### src/rtl/decoder_pkg.sv
// ============================================================================
// Module      : decoder_pkg
// Description : Shared types and constants for the multiplexed hex display
//               scanner: FSM state encoding, segment width, hex glyph table.
// Revision    : 1.0 - initial release
// ============================================================================
`default_nettype none

package decoder_pkg;

    // Number of segment lines (a..g), bit0 = a
    localparam int c_SEG_W = 7;

    // Scanner FSM states
    typedef enum logic [1:0] {
        ST_IDLE = 2'd0,
        ST_ON   = 2'd1,
        ST_DEAD = 2'd2
    } state_e;

    // Glyph table, element [n] is the segment pattern for nibble n
    localparam logic [15:0][c_SEG_W-1:0] c_GLYPH_TABLE = {
        7'h71, 7'h79, 7'h5E, 7'h39,   // F E d C
        7'h7C, 7'h77, 7'h6F, 7'h7F,   // b A 9 8
        7'h07, 7'h7D, 7'h6D, 7'h66,   // 7 6 5 4
        7'h4F, 7'h5B, 7'h06, 7'h3F    // 3 2 1 0
    };

endpackage : decoder_pkg

`default_nettype wire

### src/rtl/decoder_scan_hex7seg.sv
// ============================================================================
// Module      : hex7seg
// Description : Combinational nibble-to-seven-segment glyph lookup.
// Revision    : 1.0 - initial release
// ============================================================================
`default_nettype none

module hex7seg
    import decoder_pkg::*;
(
    input  logic [3:0]         i_nibble,
    output logic [c_SEG_W-1:0] o_seg
);

    // Straight table lookup, active-high segments
    assign o_seg = c_GLYPH_TABLE[i_nibble];

endmodule : hex7seg

`default_nettype wire

### src/rtl/decoder_scan.sv
// ============================================================================
// Module      : decoder_scan
// Description : Time-multiplexed hex display driver. A shadow register takes
//               loads at any time; its content moves to the displayed value
//               only at frame start so a frame never shows mixed data.
//               Optional macro DECODER_SCAN_LZB_EN enables leading-zero
//               blanking.
// Revision    : 1.0 - initial release
// ============================================================================
`default_nettype none

module decoder_scan
    import decoder_pkg::*;
#(
    parameter int DIGITS      = 4,
    parameter int ON_CYCLES   = 1024,
    parameter int DEAD_CYCLES = 16,
    parameter int ACT_LOW     = 0
) (
    input  logic                  wb_clk_i,
    input  logic                  wb_rst_i,
    input  logic                  enable,
    input  logic                  load,
    input  logic [4*DIGITS-1:0]   io_in,
    output logic [c_SEG_W-1:0]    seg_o,
    output logic [DIGITS-1:0]     dig_o,
    output logic                  frame_done_o
);

    localparam int c_CNT_MAX = (ON_CYCLES > DEAD_CYCLES) ? ON_CYCLES : DEAD_CYCLES;
    localparam int c_CNT_W   = $clog2(c_CNT_MAX + 1);
    localparam int c_IDX_W   = (DIGITS > 1) ? $clog2(DIGITS) : 1;
    localparam bit c_HAS_DEAD = (DEAD_CYCLES > 0);
    localparam logic c_INV    = (ACT_LOW != 0);

    localparam logic [c_CNT_W-1:0] c_ON_LAST   = c_CNT_W'(ON_CYCLES - 1);
    localparam logic [c_CNT_W-1:0] c_DEAD_LAST = c_CNT_W'((DEAD_CYCLES > 0) ? DEAD_CYCLES - 1 : 0);
    localparam logic [c_IDX_W-1:0] c_DIG_LAST  = c_IDX_W'(DIGITS - 1);

    localparam logic [1:0] c_ST_IDLE = ST_IDLE;
    localparam logic [1:0] c_ST_ON   = ST_ON;
    localparam logic [1:0] c_ST_DEAD = ST_DEAD;

    localparam logic [c_SEG_W-1:0] c_SEG_OFF = {c_SEG_W{c_INV}};
    localparam logic [DIGITS-1:0]  c_DIG_OFF = {DIGITS{c_INV}};

    logic [1:0]            r_state, w_state_nxt;
    logic [c_CNT_W-1:0]    r_cnt, w_cnt_nxt;
    logic [c_IDX_W-1:0]    r_idx, w_idx_nxt;
    logic                  w_frame_start;
    logic                  w_slot_end;
    logic                  w_frame_done;

    logic [4*DIGITS-1:0]   r_shadow;
    logic [4*DIGITS-1:0]   r_active;
    logic                  r_pending;

    logic [3:0]            w_nibble;
    logic [c_SEG_W-1:0]    w_glyph;
    logic                  w_blank;
    logic [DIGITS-1:0]     w_onehot;

    logic [c_SEG_W-1:0]    r_seg;
    logic [DIGITS-1:0]     r_dig;
    logic                  r_frame_done;

    // Next-state, prescaler and digit index; frame start is entry to digit 0 ON
    always_comb begin
        w_state_nxt   = r_state;
        w_cnt_nxt     = r_cnt;
        w_idx_nxt     = r_idx;
        w_frame_start = 1'b0;
        w_slot_end    = 1'b0;
        if (!enable) begin
            w_state_nxt = c_ST_IDLE;
            w_cnt_nxt   = '0;
            w_idx_nxt   = '0;
        end else begin
            case (r_state)
                c_ST_IDLE: begin
                    w_state_nxt   = c_ST_ON;
                    w_cnt_nxt     = '0;
                    w_idx_nxt     = '0;
                    w_frame_start = 1'b1;
                end
                c_ST_ON: begin
                    if (r_cnt == c_ON_LAST) begin
                        w_cnt_nxt = '0;
                        if (c_HAS_DEAD) begin
                            w_state_nxt = c_ST_DEAD;
                        end else begin
                            w_slot_end = 1'b1;
                        end
                    end else begin
                        w_cnt_nxt = r_cnt + 1'b1;
                    end
                end
                c_ST_DEAD: begin
                    if (r_cnt == c_DEAD_LAST) begin
                        w_cnt_nxt   = '0;
                        w_state_nxt = c_ST_ON;
                        w_slot_end  = 1'b1;
                    end else begin
                        w_cnt_nxt = r_cnt + 1'b1;
                    end
                end
                default: begin
                    w_state_nxt = c_ST_IDLE;
                    w_cnt_nxt   = '0;
                    w_idx_nxt   = '0;
                end
            endcase
            if (w_slot_end) begin
                if (r_idx == c_DIG_LAST) begin
                    w_idx_nxt     = '0;
                    w_frame_start = 1'b1;
                end else begin
                    w_idx_nxt = r_idx + 1'b1;
                end
            end
        end
    end

    assign w_frame_done = w_slot_end && (r_idx == c_DIG_LAST);

    // FSM state registers
    always_ff @(posedge wb_clk_i) begin
        if (wb_rst_i) begin
            r_state <= c_ST_IDLE;
            r_cnt   <= '0;
            r_idx   <= '0;
        end else begin
            r_state <= w_state_nxt;
            r_cnt   <= w_cnt_nxt;
            r_idx   <= w_idx_nxt;
        end
    end

    // Shadow/active registers; a load on the frame-start cycle goes straight through
    always_ff @(posedge wb_clk_i) begin
        if (wb_rst_i) begin
            r_shadow  <= '0;
            r_active  <= '0;
            r_pending <= 1'b0;
        end else if (w_frame_start) begin
            if (load) begin
                r_shadow <= io_in;
                r_active <= io_in;
            end else if (r_pending) begin
                r_active <= r_shadow;
            end
            r_pending <= 1'b0;
        end else if (load) begin
            r_shadow  <= io_in;
            r_pending <= 1'b1;
        end
    end

    // Select the nibble of the digit currently being scanned
    always_comb begin
        w_nibble = r_active[{r_idx, 2'b00} +: 4];
    end

    hex7seg u_hex7seg (
        .i_nibble (w_nibble),
        .o_seg    (w_glyph)
    );

`ifdef DECODER_SCAN_LZB_EN
    logic [c_IDX_W-1:0] w_msnz;

    // Blank digits above the most significant nonzero nibble; digit 0 always shown
    always_comb begin
        w_msnz = '0;
        for (int k = 0; k < DIGITS; k++) begin
            if (r_active[4*k +: 4] != 4'h0) begin
                w_msnz = c_IDX_W'(k);
            end
        end
        w_blank = (r_idx > w_msnz);
    end
`else
    assign w_blank = 1'b0;
`endif

    assign w_onehot = DIGITS'(1) << r_idx;

    // Registered outputs: lit only while ON and enabled, dark otherwise
    always_ff @(posedge wb_clk_i) begin
        if (wb_rst_i) begin
            r_seg        <= c_SEG_OFF;
            r_dig        <= c_DIG_OFF;
            r_frame_done <= 1'b0;
        end else begin
            if (enable && (r_state == c_ST_ON)) begin
                r_seg <= (w_blank ? '0 : w_glyph) ^ c_SEG_OFF;
                r_dig <= w_onehot ^ c_DIG_OFF;
            end else begin
                r_seg <= c_SEG_OFF;
                r_dig <= c_DIG_OFF;
            end
            r_frame_done <= w_frame_done;
        end
    end

    assign seg_o        = r_seg;
    assign dig_o        = r_dig;
    assign frame_done_o = r_frame_done;

endmodule : decoder_scan

`default_nettype wire

### config.mk
export PLATFORM = sky130hd
export DESIGN_NAME = decoder_scan
export DESIGN_NICKNAME = d
export VERILOG_FILES = /design/src/rtl/decoder_pkg.sv /design/src/rtl/decoder_scan_hex7seg.sv /design/src/rtl/decoder_scan.sv
export SDC_FILE = /design/constraint.sdc
export NUM_CORES = 1
export LEC_CHECK = 0
export BUFFER_PORTS_ARGS = -buffer_cell sky130_fd_sc_hd__buf_2
export CAP_MARGIN = 10
export CORE_ASPECT_RATIO = 0.75
export CORE_MARGIN = 1
export CORE_UTILIZATION = 25
export DETAILED_ROUTE_END_ITERATION = 10
export PLACE_DENSITY_LB_ADDON = 0.12
export SLEW_MARGIN = 20
export SYNTH_ARGS = -nofsm -noshare
export SYNTH_HDL_FRONTEND = slang
export SYNTH_SLANG_ARGS = --single-unit
export TNS_END_PERCENT = 50
### constraint.sdc
create_clock -name wb_clk_i -period 6.8 [get_ports wb_clk_i]
set_input_delay 1.02 -clock wb_clk_i [delete_from_list [all_inputs] [get_ports wb_clk_i]]
set_output_delay 1.02 -clock wb_clk_i [all_outputs]
set_load 0.005 [all_outputs]
# Word-level counts from Yosys, hierarchy flattened
# Memory sizes are Yosys's and may differ from the RTL's. A register that Yosys moved wholly into a read port is not among the register bits.
# Index checks and enable logic that the tools add are counted.
# classes
add_sub_neg	2
mul	0
div_mod_pow	0
n_lt_le_gt_ge	0
eq_ne	8
n_shift	2
mux	19
bitwise	2
n_reduce_logical	10
# op_table
op	n
16-bit 2-to-1 mux	2
11-bit 2-to-1 mux	2
11-bit one-hot mux with 2 select lines	1
16-bit by 5-bit variable part select with 4-bit output	1
11-bit by 1-bit adder with 11-bit output, second input constant	1
11-bit by 10-bit == test with 1-bit output, second input constant	1
11-bit by 4-bit == test with 1-bit output, second input constant	1
2-bit 2-to-1 mux	5
1-bit 2-to-1 mux	8
2-bit OR reduction	4
2-bit one-hot mux with 3 select lines	1
2-bit == test, second input constant	2
2-bit inequality test, second input constant	2
2-bit AND reduction	2
1-bit by 2-bit << shifter with 4-bit output, first input constant	1
2-bit by 1-bit adder with 2-bit output, second input constant	1
2-bit by 1-bit == test with 1-bit output, second input constant	1
1-bit logical AND	2
2-bit logical NOT	1
2-bit by 1-bit inequality test with 1-bit output, second input constant	1
1-bit NOT	2
2-bit nonzero test	1
# totals
ff_bits	53
latch_bits	0
mem_bits_rw	0
rom_bits	112
n_memories	1
# memory_table
memory	words	word_bits	rd	rd_clocked_by_memory_dff	wr	line_no	text
(name not given)	16	7	1	1	0	decoder_scan_hex7seg.sv:16	assign o_seg = c_GLYPH_TABLE[i_nibble];

# Logic depth before layout (Yosys ltp)
# Gate-level depths: netlist (run 1).
# logic_depth
depth_word	7
mapped_depth	8
mapped_depth_nobuf	6

# By module
# Synthesis (run 1) repeated with hierarchy kept, for this count alone.
# hier_totals
cells_unflattened	250
hier_area_um2	2623.8
# by_module_without_submodules
module	instances	cells_each	area_per_inst_um2	seq_area_each_um2
decoder_scan	1	217	2336.0	1201.2
hex7seg	1	33	287.8	0.0

# Least setup slack after synthesis (run 1)
# Ideal clock, no wire load.
# synth_path
path_type	input-to-reg
startpoint	input port load
endpoint	register r_active[6]
setup_time_ps	117
arrival_time_ps	2393
required_time_ps	6683
slack_ps	4290
stages	6
n_path_buf	2
cell_sequence	clkbuf_1 > nor2_1 > or2_2 > o311a_4 > buf_6 > a22o_1
# synth_via
elab_chain_len	2
word_cells_on_any_way	3
classes_between	1 x mux; 2 x reduce/logical
# synth_lines
item	line_no	text
start: declaration	decoder_scan.sv:23	input logic load,
2-bit nonzero test (no line)	-	
2-bit AND reduction (no line)	-	
end signal: assignment	decoder_scan.sv:148	r_active <= io_in;
end signal: assignment	decoder_scan.sv:150	r_active <= r_shadow;
end: declaration	decoder_scan.sv:55	logic [4*DIGITS-1:0] r_active;
# Several ways; a longest one is shown, not always the timed one.
# A chain may end at the register's enable or synchronous reset.

# Final worst setup path (run 1)
# layout_path
startpoint	register r_cnt[4]
endpoint	register r_active[9]
# layout_via
elab_chain_len	7
# layout_lines
item	line_no	text
start: declaration	decoder_scan.sv:48	logic [c_CNT_W-1:0] r_cnt, w_cnt_nxt;
start signal: assignment	decoder_scan.sv:134	r_cnt <= w_cnt_nxt;
11-bit by 4-bit == test with 1-bit output	decoder_scan.sv:99	if (r_cnt == c_DEAD_LAST) begin
1-bit 2-to-1 mux	decoder_scan.sv:99	
1-bit 2-to-1 mux	-	
1-bit 2-to-1 mux	decoder_scan.sv:74	if (!enable) begin
1-bit 2-to-1 mux	decoder_scan.sv:113	if (w_slot_end) begin
1-bit 2-to-1 mux	decoder_scan.sv:74	
2-bit AND reduction (no line)	-	
# No other way between the ends. The select of a mux whose other input is x is not followed.

==> results by stage, run 1 <==
Setup path:
- At the worst endpoint, the required time is 7.07 ns.
- In this run the critical register-to-register path is launched from r_cnt[4]$_SDFF_PP0_.
- The endpoint identified for the worst register-to-register timing path is r_active[9]$_SDFFE_PP0P_.
- The highest-delay cell along the critical path is o31ai_4.
- STA classifies the critical path endpoint as a register.
- The data arrival at the endpoint of the critical path is around 2.8 ns.
- The largest fanout on the critical path is 16.
- The critical path goes through or4_1 -> or4_1 -> o31ai_4 -> a22o_2.
- The launching instance or port of the critical path is r_cnt[4]$_SDFF_PP0_.
- The critical path ends at r_active[9]$_SDFFE_PP0P_.
- For this run, the slowest stage of the critical path takes 0.72 ns.
- Across all register-to-register paths, the minimum setup slack is approximately 4.2 ns.
- The dominant cell type by count on the critical path is or4_1.
- The worst setup path is of the register to register kind.
- The cell count of the worst reg-to-reg path is 4.
- The kind of start point of the critical path is a register.

GRT:
- Across every metal layer, demand over resource in global routing totals 0.113.
- The global-route met3 utilization is 0.0436.
- The met1 track demand over resource in global routing is 0.156.
- The most used routing layer is met1.
- The initial antenna violation count is 0.
- The total overflow left after global routing is 0.
- The wire length of the first global-routing pass is between 9 and 10 mm.
- The number of global-route vias before repair is 1747.
- Entering global routing, the biggest net connects 21 pins.
- In the global route stage, met2 resource usage came out at 0.155.

Synth:
- By area the synthesized netlist is led by dfxtp_1, mux2i_1, ha_1.
- For this run, the register share of the synthesized area comes to 0.470.
- dfxtp_1 takes more of the synthesized area than any other cell.
- The number of warnings issued by yosys is 0.
- The main flop type after synthesis is dfxtp_1.
- The number of flops mapped to enable cells by yosys is 0.
- The synthesis-stage register bit count is 60.
- Of the post-synthesis cell area, the dominant cell type holds 0.470.
- Synthesis produced 242 cells.
- Synthesis produced a netlist with a net count of 276.
- The netlist uses just over 40 different library cells.
- Counting flops with an async set or reset pin after synthesis yields a share of 0.
- In this run the cell area of the synthesized design comes to around 0.0026 mm^2.
- The average size of a mapped cell is 10.6 um^2.

Timing:
- Setup repair after global routing left no endpoint under its margin.
- The smallest clock period supported by the final layout is computed as about 2.6 ns.
- The number of hold violations in the final report is 0.
- Clock skew on the completed layout was measured at ~0.0096 ns.
- The share of the clock period used by the worst path is 0.377.
- The worst-margin pin slew is 0.740 ns.
- Setup violations remaining at the end of the flow were counted as 0.
- The sum of negative setup slack is 0 ns.
- The final number of max-transition violations is 0.
- The worst slew margin relative to its limit is 0.505.
- Once routing completed, OpenROAD measured the worst setup slack at 4.24 ns.
- Derived from the worst setup path, the maximum achievable clock frequency is 390 MHz.

Clocking:
- The number of resized instances in the post-cts repair step is 0.
- The root buffer cell chosen for the clock tree is clkbuf_16.
- Clock tree synthesis found a total of 60 sinks.
- The TritonCTS clock tree is yes.
- In this run the post-CTS setup repair buffer count came out at 0.
- Clock-pin slew was measured on the worst setup and hold paths at about 0.060 ns.
- The maximum buffer depth of the clock tree is 2.
- The count of hold-fix buffers inserted at cts is 0.
- In this run, CTS created clock tree buffers numbering 9.
- The H-tree depth reported by CTS is 3.
- The clock network latency to the later pin of the worst-skew pair is approximately 0.33 ns.

Detailed routing:
- The routed wirelength normalized by instance count is 13.0 um.
- The first TritonRoute pass finished after 4 iterations.
- The violation count after the first detailed-routing iteration is 70.
- The vias after detailed routing is ~1800.
- The mean number of vias per cell is 4.46.
- The number of nets with antenna violations after routing is 0.
- After detailed routing, the total wire length is between 5 and 6 mm.
- The number of DRC violations after detailed routing is 0.

Floorplanning:
- The die area is roughly 0.011 mm^2.
- The initial utilization of the core area, before any placement, comes to 0.260.
- The die is 119 um wide.
- The standard-cell row count is 31.
- For this design the top-level I/O count stands at 32.
- The floorplan step defined a core boundary enclosing between 0.009 and 0.01 mm^2.
- The die outline height is ~90 um.

Cells and area:
- The number of antenna diodes in the final layout is 0.
- In the final design database the tool counted just over 300 nets.
- From synthesis to final layout, the design area changed by 23.0%.
- The share of layout cells above drive strength 1 is 0.245.
- The most common cell after layout, fill and taps aside is dfxtp_1.
- Leaving out fill and tap cells, the most frequent cells in the layout are dfxtp_1, nor2_1, buf_2.

Placed design:
- Timing analysis after detailed placement gives a worst setup slack of 4.11 ns.
- At the end of routability-driven placement, the weighted congestion stood at 0.695.
- After legalization and detailed placement, the total HPWL measured approximately 3.8 mm.
- Buffers placed on the I/O ports in this run total 31.

Pwr:
- Summing internal, switching and leakage power gives 916 uW.
- Dividing total power by cell area gives a power density of 292 mW/mm^2.
- The worst vdd rail ir drop is 121 uV.
- The reported leakage power is 1.28 nW.

Worst hold path:
- The path class of the lowest-slack min-delay path is register to register.

Run status:
- The run finished with clean final reports.

Flow run:
- The number of max-capacitance violations reported is 0.
## worst min-delay path by stage
stage / start / end / slack (ns) / cells past startpoint
6_report: r_cnt[0]$_SDFF_PP0_ / r_cnt[0]$_SDFF_PP0_ / 0.46 / 1
5_1_grt: r_cnt[0]$_SDFF_PP0_ / r_cnt[0]$_SDFF_PP0_ / 0.48 / 1
4_1_cts: r_cnt[0]$_SDFF_PP0_ / r_cnt[0]$_SDFF_PP0_ / 0.47 / 1
3_5_place_dp: r_active[12]$_SDFFE_PP0P_ / r_active[12]$_SDFFE_PP0P_ / 0.46 / 1
3_3_place_gp: r_cnt[0]$_SDFF_PP0_ / r_cnt[0]$_SDFF_PP0_ / 0.45 / 1
2_1_floorplan: r_cnt[0]$_SDFF_PP0_ / r_cnt[0]$_SDFF_PP0_ / 0.43 / 1
## state kept, by name (all words and copies together) (netlist names)
name / flops
r_cnt: 11
r_idx: 2
r_pending: 1
r_state: 2
seg_o: 7
frame_done_o: 1
r_shadow: 16
r_active: 16
dig_o: 4
## per-stage QoR
stage / instance area, um^2 / utilization / hold WS (ns) / cells
2_1_floorplan: 2560 / - / 0.430 / 242
3_3_place_gp: 2820 / 0.287 / 0.449 / 394
3_5_place_dp: 2820 / 0.287 / 0.455 / 394
4_1_cts: 3140 / 0.320 / 0.467 / 410
5_1_grt: 3140 / 0.320 / 0.479 / 410
6_report: 3140 / 0.320 / 0.462 / 410
## logic make-up after synthesis
group | count (synthesis) | synth area share
compound gates | 41 | 0.142
buf+inv | 22 | 0.0396
mux | 23 | 0.115
simple gates | 74 | 0.138
xor+xnor | 8 | 0.0274
flops | 60 | 0.470
fa+ha+maj | 14 | 0.0685
## synthesized netlist by cell type (2+ instances only)
cell type / number
mux2i_1: 18
nand2_1: 9
nand3_1: 4
nand4_1: 2
nor3_1: 3
or4_1: 3
a22o_1: 6
inv_1: 11
nor2_1: 38
o21a_1: 2
a221oi_1: 5
nor3b_1: 3
a22o_2: 10
mux4_2: 5
or3_1: 2
o211ai_1: 3
nor2b_1: 3
dfxtp_1: 60
o21ai_0: 3
buf_6: 2
xor2_1: 2
a21oi_1: 4
xnor2_1: 6
ha_1: 14
clkbuf_1: 8
## worst max-delay path: cells and delay by family, from the launching register on
family / cells / cell delay [ns]
and+or+nand+nor: 2 / 1.16
AOI/OAI and AO/OA: 2 / 0.98
DFF: 1 / 0.36
## final cells by class
class                      count  area, um^2
multi-input combinational    160        1250
sequential                    60        1200
tap                          132         165
clock buffer                   9         225
clock inverter                 7         101
inverter                      11        41.3
fill                        1023        6670
timing repair buffer          31         155
## metal layers
layer | part of all wire | wire length (um)
met2 | 0.39 | 2080
met4 | 0.016 | 86
met3 | 0.052 | 279
met1 | 0.54 | 2880
met5 | 0 | 0
## power by group
group          internal, mW  switching [mW]
registers             0.365         0.00519
logic                0.0254          0.0319
clock network         0.322           0.167
No activity file was read; power rests on OpenSTA's default activity.
==> run 2, diff against run 1 <==
==> constraint.sdc (replaced) <==
create_clock -name wb_clk_i -period 2.65 [get_ports wb_clk_i]
set_input_delay 0.3975 -clock wb_clk_i [delete_from_list [all_inputs] [get_ports wb_clk_i]]
set_output_delay 0.3975 -clock wb_clk_i [all_outputs]
set_load 0.005 [all_outputs]
==> results by stage, run 2 (synthesis gave the netlist of run 1 again) <==
Pwr:
- The part of the total power dissipated in combinational logic was 0.064 (was 0.063).
- The switching fraction of total power came to 0.219 (was 0.223).
- The internal cell power is 1.83 mW (was 712 uW).
- The power density over the cells came to 736 mW/mm^2 (was 292 mW/mm^2).
- The reported leakage power is 1.30 nW (was 1.28 nW).
- The worst vdd rail ir drop is 319 uV (was 121 uV).
- The clock network fraction of design power is 0.531 (was 0.534).
- The sequential cell fraction of total power is 0.405 (was 0.404).
- The net switching power is 512 uW (was 204 uW).

Cells and area:
- The number of nets in the finished design came to 312 (was 307).
- Top flop regs: r_active: 16 flops, r_shadow: 16 flops, r_cnt: 11 flops (unchanged).
- The number of fill cells is 1022 (was 1023).
- Top library cells by usage in the layout, fill and taps aside: dfxtp_1, nor2_1, buf_2 (unchanged).
- The count of inserted antenna diode cells is 0 (unchanged).
- The share of layout cells above drive strength 1 is 0.258 (was 0.245).
- The number of non-filler instances in the completed layout was 415 (was 410).
- The most common cell after layout, fill and taps aside is dfxtp_1 (unchanged).
- The layout overhead on the synthesized area is 24.4% (was 23.0%).

Detailed routing:
- The violation count after the first detailed-routing iteration was 71 (was 70).
- The number of nets with antenna violations after routing is 0 (unchanged).
- The number of detailed-route iterations in the first pass is 4 (unchanged).
- The mean number of vias per cell is 4.34 (was 4.46).
- The number of DRC violations after detailed routing is 0 (unchanged).
- The vias after detailed routing is 1803 (was 1830).
- The routed wirelength normalized by instance count is 12.8 um (was 13.0 um).
- The detailed-route wire length is 5.32 mm (about the same).

Floorplanning:
- The standard-cell row count is 31 (unchanged).
- The die area is 0.0106 mm^2 (unchanged).
- The overall die width is 119 um (unchanged).
- The starting utilization of the core area is 0.260 (unchanged).
- The total core area was 0.00981 mm^2 (unchanged).
- The die outline height was 89.6 um (unchanged).
- The top-level port count came to 32 (unchanged).

Clocking:
- The number of clock sinks came to 60 (unchanged).
- The number of setup buffers added after CTS is 0 (unchanged).
- The clock slew seen by the registers of the worst setup and hold paths is 0.05 ns (was 0.06 ns).
- The TritonCTS clock tree was yes (unchanged).
- The number of clock buffers inserted by TritonCTS is 9 (unchanged).
- The clock network latency to the later pin of the worst-skew pair was 0.33 ns (about the same).
- The H-tree depth reported by CTS is 3 (unchanged).
- The maximum buffer depth of the clock tree is 2 (unchanged).
- The root buffer cell is clkbuf_16 (unchanged).
- The number of resized instances in the post-cts repair step is 0 (unchanged).
- The count of hold-fix buffers inserted at cts was 0 (unchanged).

Setup path:
- The highest-delay cell along the critical path is or4_1 (was o31ai_4).
- The maximum single-stage delay on the critical path is 0.55 ns (was 0.72 ns).
- The count of buffering cells on the critical path with inverters included is 0 (unchanged).
- The cell count of the worst reg-to-reg path is 4 (unchanged).
- The data arrival at the endpoint of the critical path came to 2.58 ns (was 2.84 ns).
- The kind of critical path is register to register (unchanged).
- The critical path's top delay family was simple AND/OR/NAND/NOR gates (unchanged).
- The kind of start point of the critical path was a register (unchanged).
- The type of destination of the critical path is a register (unchanged).
- The critical path depth is 4 (unchanged).
- The largest fanout on the critical path is 16 (unchanged).
- The required time at the worst-slack endpoint was 2.87 ns (was 7.07 ns).
- The dominant cell type by count on the critical path is or4_1 (unchanged).
- Critical path cell sequence: or4_1 -> or4_1 -> o311a_4 -> a22o_2 (was or4_1 -> or4_1 -> o31ai_4 -> a22o_2).

Placed design:
- The weighted congestion at the end of routability-driven global placement came to 0.727 (was 0.695).
- The placed wire-length estimate is 3.85 mm (was 3.76 mm).
- The count of placed standard cells including taps was 399 (was 394).
- The number of buffer cells added on primary ports is 31 (unchanged).

Worst hold path:
- The cell count of the worst hold path is 3 (was 1).
- The path class of the lowest-slack min-delay path was input pin to register (was register to register).

Timing:
- The minimum clock period after layout came to 2.36 ns (was 2.56 ns).
- The share of the clock period used by the worst path is 0.891 (was 0.377).
- The largest clock skew in the final design is 0.00621 ns (was 0.00959 ns).
- The sum of negative setup slack is 0 ns (unchanged).
- The worst slew margin relative to its limit is 0.683 (was 0.505).
- The number of hold violations in the final report came to 0 (unchanged).
- The number of setup violations in the final report is 0 (unchanged).
- Setup repair after global routing missed its margin: no (unchanged).
- The maximum frequency from static timing analysis is 424 MHz (was 390 MHz).
- The worst-margin pin slew came to 0.474 ns (was 0.740 ns).
- The final number of max-transition violations is 0 (unchanged).

GRT:
- The largest net degree at the start of global routing is 21 (unchanged).
- The initial antenna violation count is 0 (unchanged).
- The number of global-route vias before repair is 1821 (was 1747).
- The overflow left after global routing is 0 (unchanged).
- The overall fraction of global-route tracks in use was 0.115 (was 0.113).
- The wire length of the first global-routing pass was 9.20 mm (was 9.02 mm).

Flow run:
- The number of max-capacitance violations reported is 0 (unchanged).

Run status:
- Run status: complete, no violations (unchanged).
[run 2: cell types whose count changed in the layout (fill, tap and decap cells not counted)]
cell   delta
buf_4     +5
[run 2: power by group through the flow]
stage / registers [mW] / clock network (mW) / logic, mW
after floorplan: 0.965 / 0 / 0.110
after global placement: 0.968 / 0 / 0.152
after detailed placement: 0.969 / 0 / 0.153
after CTS: 0.949 / 1.29 / 0.153
after global routing: 0.953 / 1.33 / 0.170
final: 0.949 / 1.24 / 0.150
[run 2: layer usage]
| layer | share of wire | vias to the layer above | track usage |
|---|---|---|---|
| met4 | 0.016 | 0 | 0.0483 |
| met1 | 0.55 | 822 | 0.161 |
| met2 | 0.38 | 34 | 0.158 |
| met5 | 0 | - | 0 |
| li1 | - | 938 | - |
| met3 | 0.053 | 9 | 0.0436 |
[run 2: layout make-up]
type / instances / area, um^2 / share of cell area
sequential: 60 / 1200 / 0.378
clock inverter: 7 / 101 / 0.0319
multi-input combinational: 160 / 1250 / 0.394
clock buffer: 9 / 225 / 0.0708
timing repair buffer: 36 / 193 / 0.0606
inverter: 11 / 41.3 / 0.0130
tap: 132 / 165 / 0.0519
[run 2: path summary, 6_finish.rpt]
kind	startpoint	endpoint	slack, ns
setup reg to reg	r_cnt[4]$_SDFF_PP0_	r_active[4]$_SDFFE_PP0P_	0.29
hold / removal	io_in[10]	r_shadow[10]$_SDFFE_PP0P_	0.35
hold reg to reg	r_cnt[0]$_SDFF_PP0_	r_cnt[0]$_SDFF_PP0_	0.46
setup / recovery	r_cnt[4]$_SDFF_PP0_	r_active[4]$_SDFFE_PP0P_	0.29
[run 2: through the flow]
step	worst slack (ns)	util	total power [mW]	area [um^2]	hold WS, ns
3_3_place_gp	0.335	0.291	1.12	2850	0.447
2_1_floorplan	0.362	-	1.07	2560	0.430
4_1_cts	0.286	0.324	2.39	3180	0.344
6_report	0.290	0.324	2.34	3180	0.347
5_1_grt	0.160	0.324	2.45	3180	0.384
3_5_place_dp	0.287	0.291	1.12	2850	0.460
[run 2: worst min-delay path: stages]
cell     delay, ns
buf_2         0.07
mux2i_1       0.05
nor2_1        0.10
==> run 3, diff against run 2 <==
--- a/config.mk
+++ b/config.mk
@@ -12,6 +12,7 @@
 export CORE_UTILIZATION = 25
 export DETAILED_ROUTE_END_ITERATION = 10
 export PLACE_DENSITY_LB_ADDON = 0.12
+export SETUP_SLACK_MARGIN = 0.3
 export SLEW_MARGIN = 20
 export SYNTH_ARGS = -nofsm -noshare
 export SYNTH_HDL_FRONTEND = slang
==> results by stage, run 3 (synthesis gave the netlist of run 1 again) <==
Run status:
- Run status: complete, no violations (unchanged).

Pwr:
- The worst vdd rail ir drop was 319 uV (about the same).
- The reported leakage power is 1.30 nW (about the same).
- The sequential cell fraction of total power is 0.405 (about the same).
- The internal cell power is 1.83 mW (about the same).
- The power density over the cells came to 735 mW/mm^2 (was 736 mW/mm^2).
- The part of the total power dissipated in combinational logic is 0.064 (about the same).
- The net switching power is 514 uW (was 512 uW).
- The clock network fraction of design power is 0.531 (about the same).
- The switching fraction of total power came to 0.219 (about the same).

Setup path:
- The highest-delay cell along the critical path is or4_1 (unchanged).
- The maximum single-stage delay on the critical path is 0.57 ns (was 0.55 ns).
- The kind of start point of the critical path is a register (unchanged).
- Critical path cell sequence: or4_1 -> or4_4 -> o311a_4 -> a22o_2 (was or4_1 -> or4_1 -> o311a_4 -> a22o_2).
- The largest fanout on the critical path is 16 (unchanged).
- The internal reg-to-reg setup slack is 0.42 ns (was 0.29 ns).
- The capture point of the worst reg-to-reg path is r_active[4]$_SDFFE_PP0P_ (unchanged).
- The required time at the worst-slack endpoint was 2.87 ns (about the same).
- The type of destination of the critical path is a register (unchanged).
- The cell count of the worst reg-to-reg path is 4 (unchanged).
- The critical path's top delay family is simple AND/OR/NAND/NOR gates (unchanged).
- The kind of critical path is register to register (unchanged).
- The count of buffering cells on the critical path with inverters included is 0 (unchanged).
- The data arrival at the endpoint of the critical path is 2.45 ns (was 2.58 ns).
- The launch point of the worst reg-to-reg path is r_cnt[4]$_SDFF_PP0_ (unchanged).

Timing:
- The final number of max-transition violations is 0 (unchanged).
- The number of hold violations in the final report is 0 (unchanged).
- Setup repair after global routing missed its margin: no (unchanged).
- The maximum frequency from static timing analysis is 449 MHz (was 424 MHz).
- The minimum setup slack in the final design came to 0.425 ns (was 0.290 ns).
- The worst-margin pin slew is 0.474 ns (about the same).
- The number of setup violations in the final report is 0 (unchanged).
- The worst slew margin relative to its limit is 0.683 (about the same).
- The largest clock skew in the final design is 0.00621 ns (about the same).
- The sum of negative setup slack was 0 ns (unchanged).
- The share of the clock period used by the worst path is 0.840 (was 0.891).
- The minimum clock period after layout is 2.23 ns (was 2.36 ns).

Clocking:
- The TritonCTS clock tree is yes (unchanged).
- The maximum buffer depth of the clock tree came to 2 (unchanged).
- The clock network latency to the later pin of the worst-skew pair is 0.33 ns (about the same).
- The root buffer cell is clkbuf_16 (unchanged).
- The H-tree depth reported by CTS is 3 (unchanged).
- The number of clock buffers inserted by TritonCTS is 9 (unchanged).
- The clock slew seen by the registers of the worst setup and hold paths is 0.05 ns (about the same).
- The number of clock sinks came to 60 (unchanged).
- The number of setup buffers added after CTS is 0 (unchanged).
- The count of hold-fix buffers inserted at cts came to 0 (unchanged).

Floorplanning:
- The die outline height was 89.6 um (unchanged).
- The overall die width is 119 um (unchanged).
- The standard-cell row count is 31 (unchanged).
- The starting utilization of the core area is 0.260 (unchanged).
- The top-level port count was 32 (unchanged).
- The total core area was 0.00981 mm^2 (unchanged).
- The die area came to 0.0106 mm^2 (unchanged).

Cells and area:
- The count of inserted antenna diode cells is 0 (unchanged).
- The layout overhead on the synthesized area is 24.8% (was 24.4%).
- The number of nets in the finished design is 312 (unchanged).
- Top library cells by usage in the layout, fill and taps aside: dfxtp_1, nor2_1, buf_2 (unchanged).
- Top flop regs: r_active: 16 flops, r_shadow: 16 flops, r_cnt: 11 flops (unchanged).
- The share of layout cells above drive strength 1 is 0.265 (was 0.258).
- The number of fill cells was 1019 (was 1022).
- The most common cell after layout, fill and taps aside was dfxtp_1 (unchanged).

GRT:
- The largest net degree at the start of global routing is 21 (unchanged).
- The wire length of the first global-routing pass came to 9.20 mm (unchanged).
- The overall fraction of global-route tracks in use is 0.115 (unchanged).
- The number of global-route vias before repair is 1821 (unchanged).
- The initial antenna violation count is 0 (unchanged).
- The overflow left after global routing is 0 (unchanged).

Detailed routing:
- The vias after detailed routing came to 1804 (was 1803).
- The violation count after the first detailed-routing iteration came to 85 (was 71).
- The number of nets with antenna violations after routing is 0 (unchanged).
- The detailed-route wire length came to 5.34 mm (was 5.32 mm).
- The number of DRC violations after detailed routing is 0 (unchanged).
- The routed wirelength normalized by instance count came to 12.9 um (was 12.8 um).
- The mean number of vias per cell is 4.35 (was 4.34).
- The number of detailed-route iterations in the first pass is 4 (unchanged).

Flow run:
- The number of max-capacitance violations reported is 0 (unchanged).

Worst hold path:
- The path class of the lowest-slack min-delay path was input pin to register (unchanged).
- The cell count of the worst hold path is 3 (unchanged).
- The worst hold path startpoint is io_in[10] (unchanged).
- The worst hold endpoint was r_shadow[10]$_SDFFE_PP0P_ (unchanged).

Placed design:
- The weighted congestion at the end of routability-driven global placement is 0.727 (unchanged).
- The worst setup slack before clock tree synthesis came to 0.287 ns (unchanged).
- The placed wire-length estimate was 3.85 mm (unchanged).
- The number of buffer cells added on primary ports is 31 (unchanged).
-- run 3: changes by cell type in the layout (fill, tap and decap cells not counted) --
cell,before,now
nand3_1,4,3
nand3_2,0,1
or4_1,3,2
or4_4,0,1
-- run 3: through the flow --
step | util | instance area [um^2] | total power [mW] | instances | hold WS [ns]
2_1_floorplan | - | 2560 | 1.07 | 242 | 0.430
3_3_place_gp | 0.291 | 2850 | 1.12 | 399 | 0.447
3_5_place_dp | 0.291 | 2850 | 1.12 | 399 | 0.460
4_1_cts | 0.324 | 3180 | 2.39 | 415 | 0.344
5_1_grt | 0.325 | 3190 | 2.45 | 415 | 0.384
6_report | 0.325 | 3190 | 2.34 | 415 | 0.347
-- run 3: final cells by class --
| class | count | area [um^2] | area share |
|---|---|---|---|
| Sequential cell | 60 | 1200 | 0.377 |
| Multi-Input combinational cell | 160 | 1260 | 0.396 |
| Timing Repair Buffer | 36 | 193 | 0.0604 |
| Inverter | 11 | 41.3 | 0.0129 |
| Clock buffer | 9 | 225 | 0.0706 |
| Clock inverter | 7 | 101 | 0.0318 |
| Tap cell | 132 | 165 | 0.0518 |
-- run 3: worst register-to-register path: stages, from the launching register on --
cell and delay (ns):
dfxtp_1 0.36, or4_1 0.57, or4_4 0.48, o311a_4 0.42, a22o_2 0.28
-- run 3: per-layer routing --
metal,track usage,wire length [um],up-vias
li1,-,-,936
met1,0.161,2930,823
met2,0.158,2030,36
met4,0.0483,87,0
met5,0,0,-
met3,0.0436,291,9
-- run 3: how the worst max path moves through the flow --
stage / start / to / depth (start not counted)
3_3_place_gp: r_cnt[4]$_SDFF_PP0_ / r_active[5]$_SDFFE_PP0P_ / 4
6_report: r_cnt[4]$_SDFF_PP0_ / r_active[4]$_SDFFE_PP0P_ / 4
3_5_place_dp: r_cnt[4]$_SDFF_PP0_ / r_active[0]$_SDFFE_PP0P_ / 4
4_1_cts: r_cnt[4]$_SDFF_PP0_ / r_active[4]$_SDFFE_PP0P_ / 4
2_1_floorplan: r_cnt[4]$_SDFF_PP0_ / r_active[6]$_SDFFE_PP0P_ / 6
5_1_grt: r_cnt[4]$_SDFF_PP0_ / r_idx[0]$_SDFFE_PP0P_ / 5
-- run 3: repair_timing --
action                     4_1_cts  5_1_grt
cloned                           0        0
pin swaps                        0        1
gates resized for setup          1        1
setup endpoints to repair        6        8
-- run 3: power by group through the flow --
stage	Combinational [mW]	Clock, mW	Sequential (mW)
floorplan	0.110	0	0.965
global placement	0.152	0	0.968
detailed placement	0.153	0	0.969
CTS	0.153	1.29	0.949
global route	0.170	1.33	0.953
finish	0.150	1.24	0.949
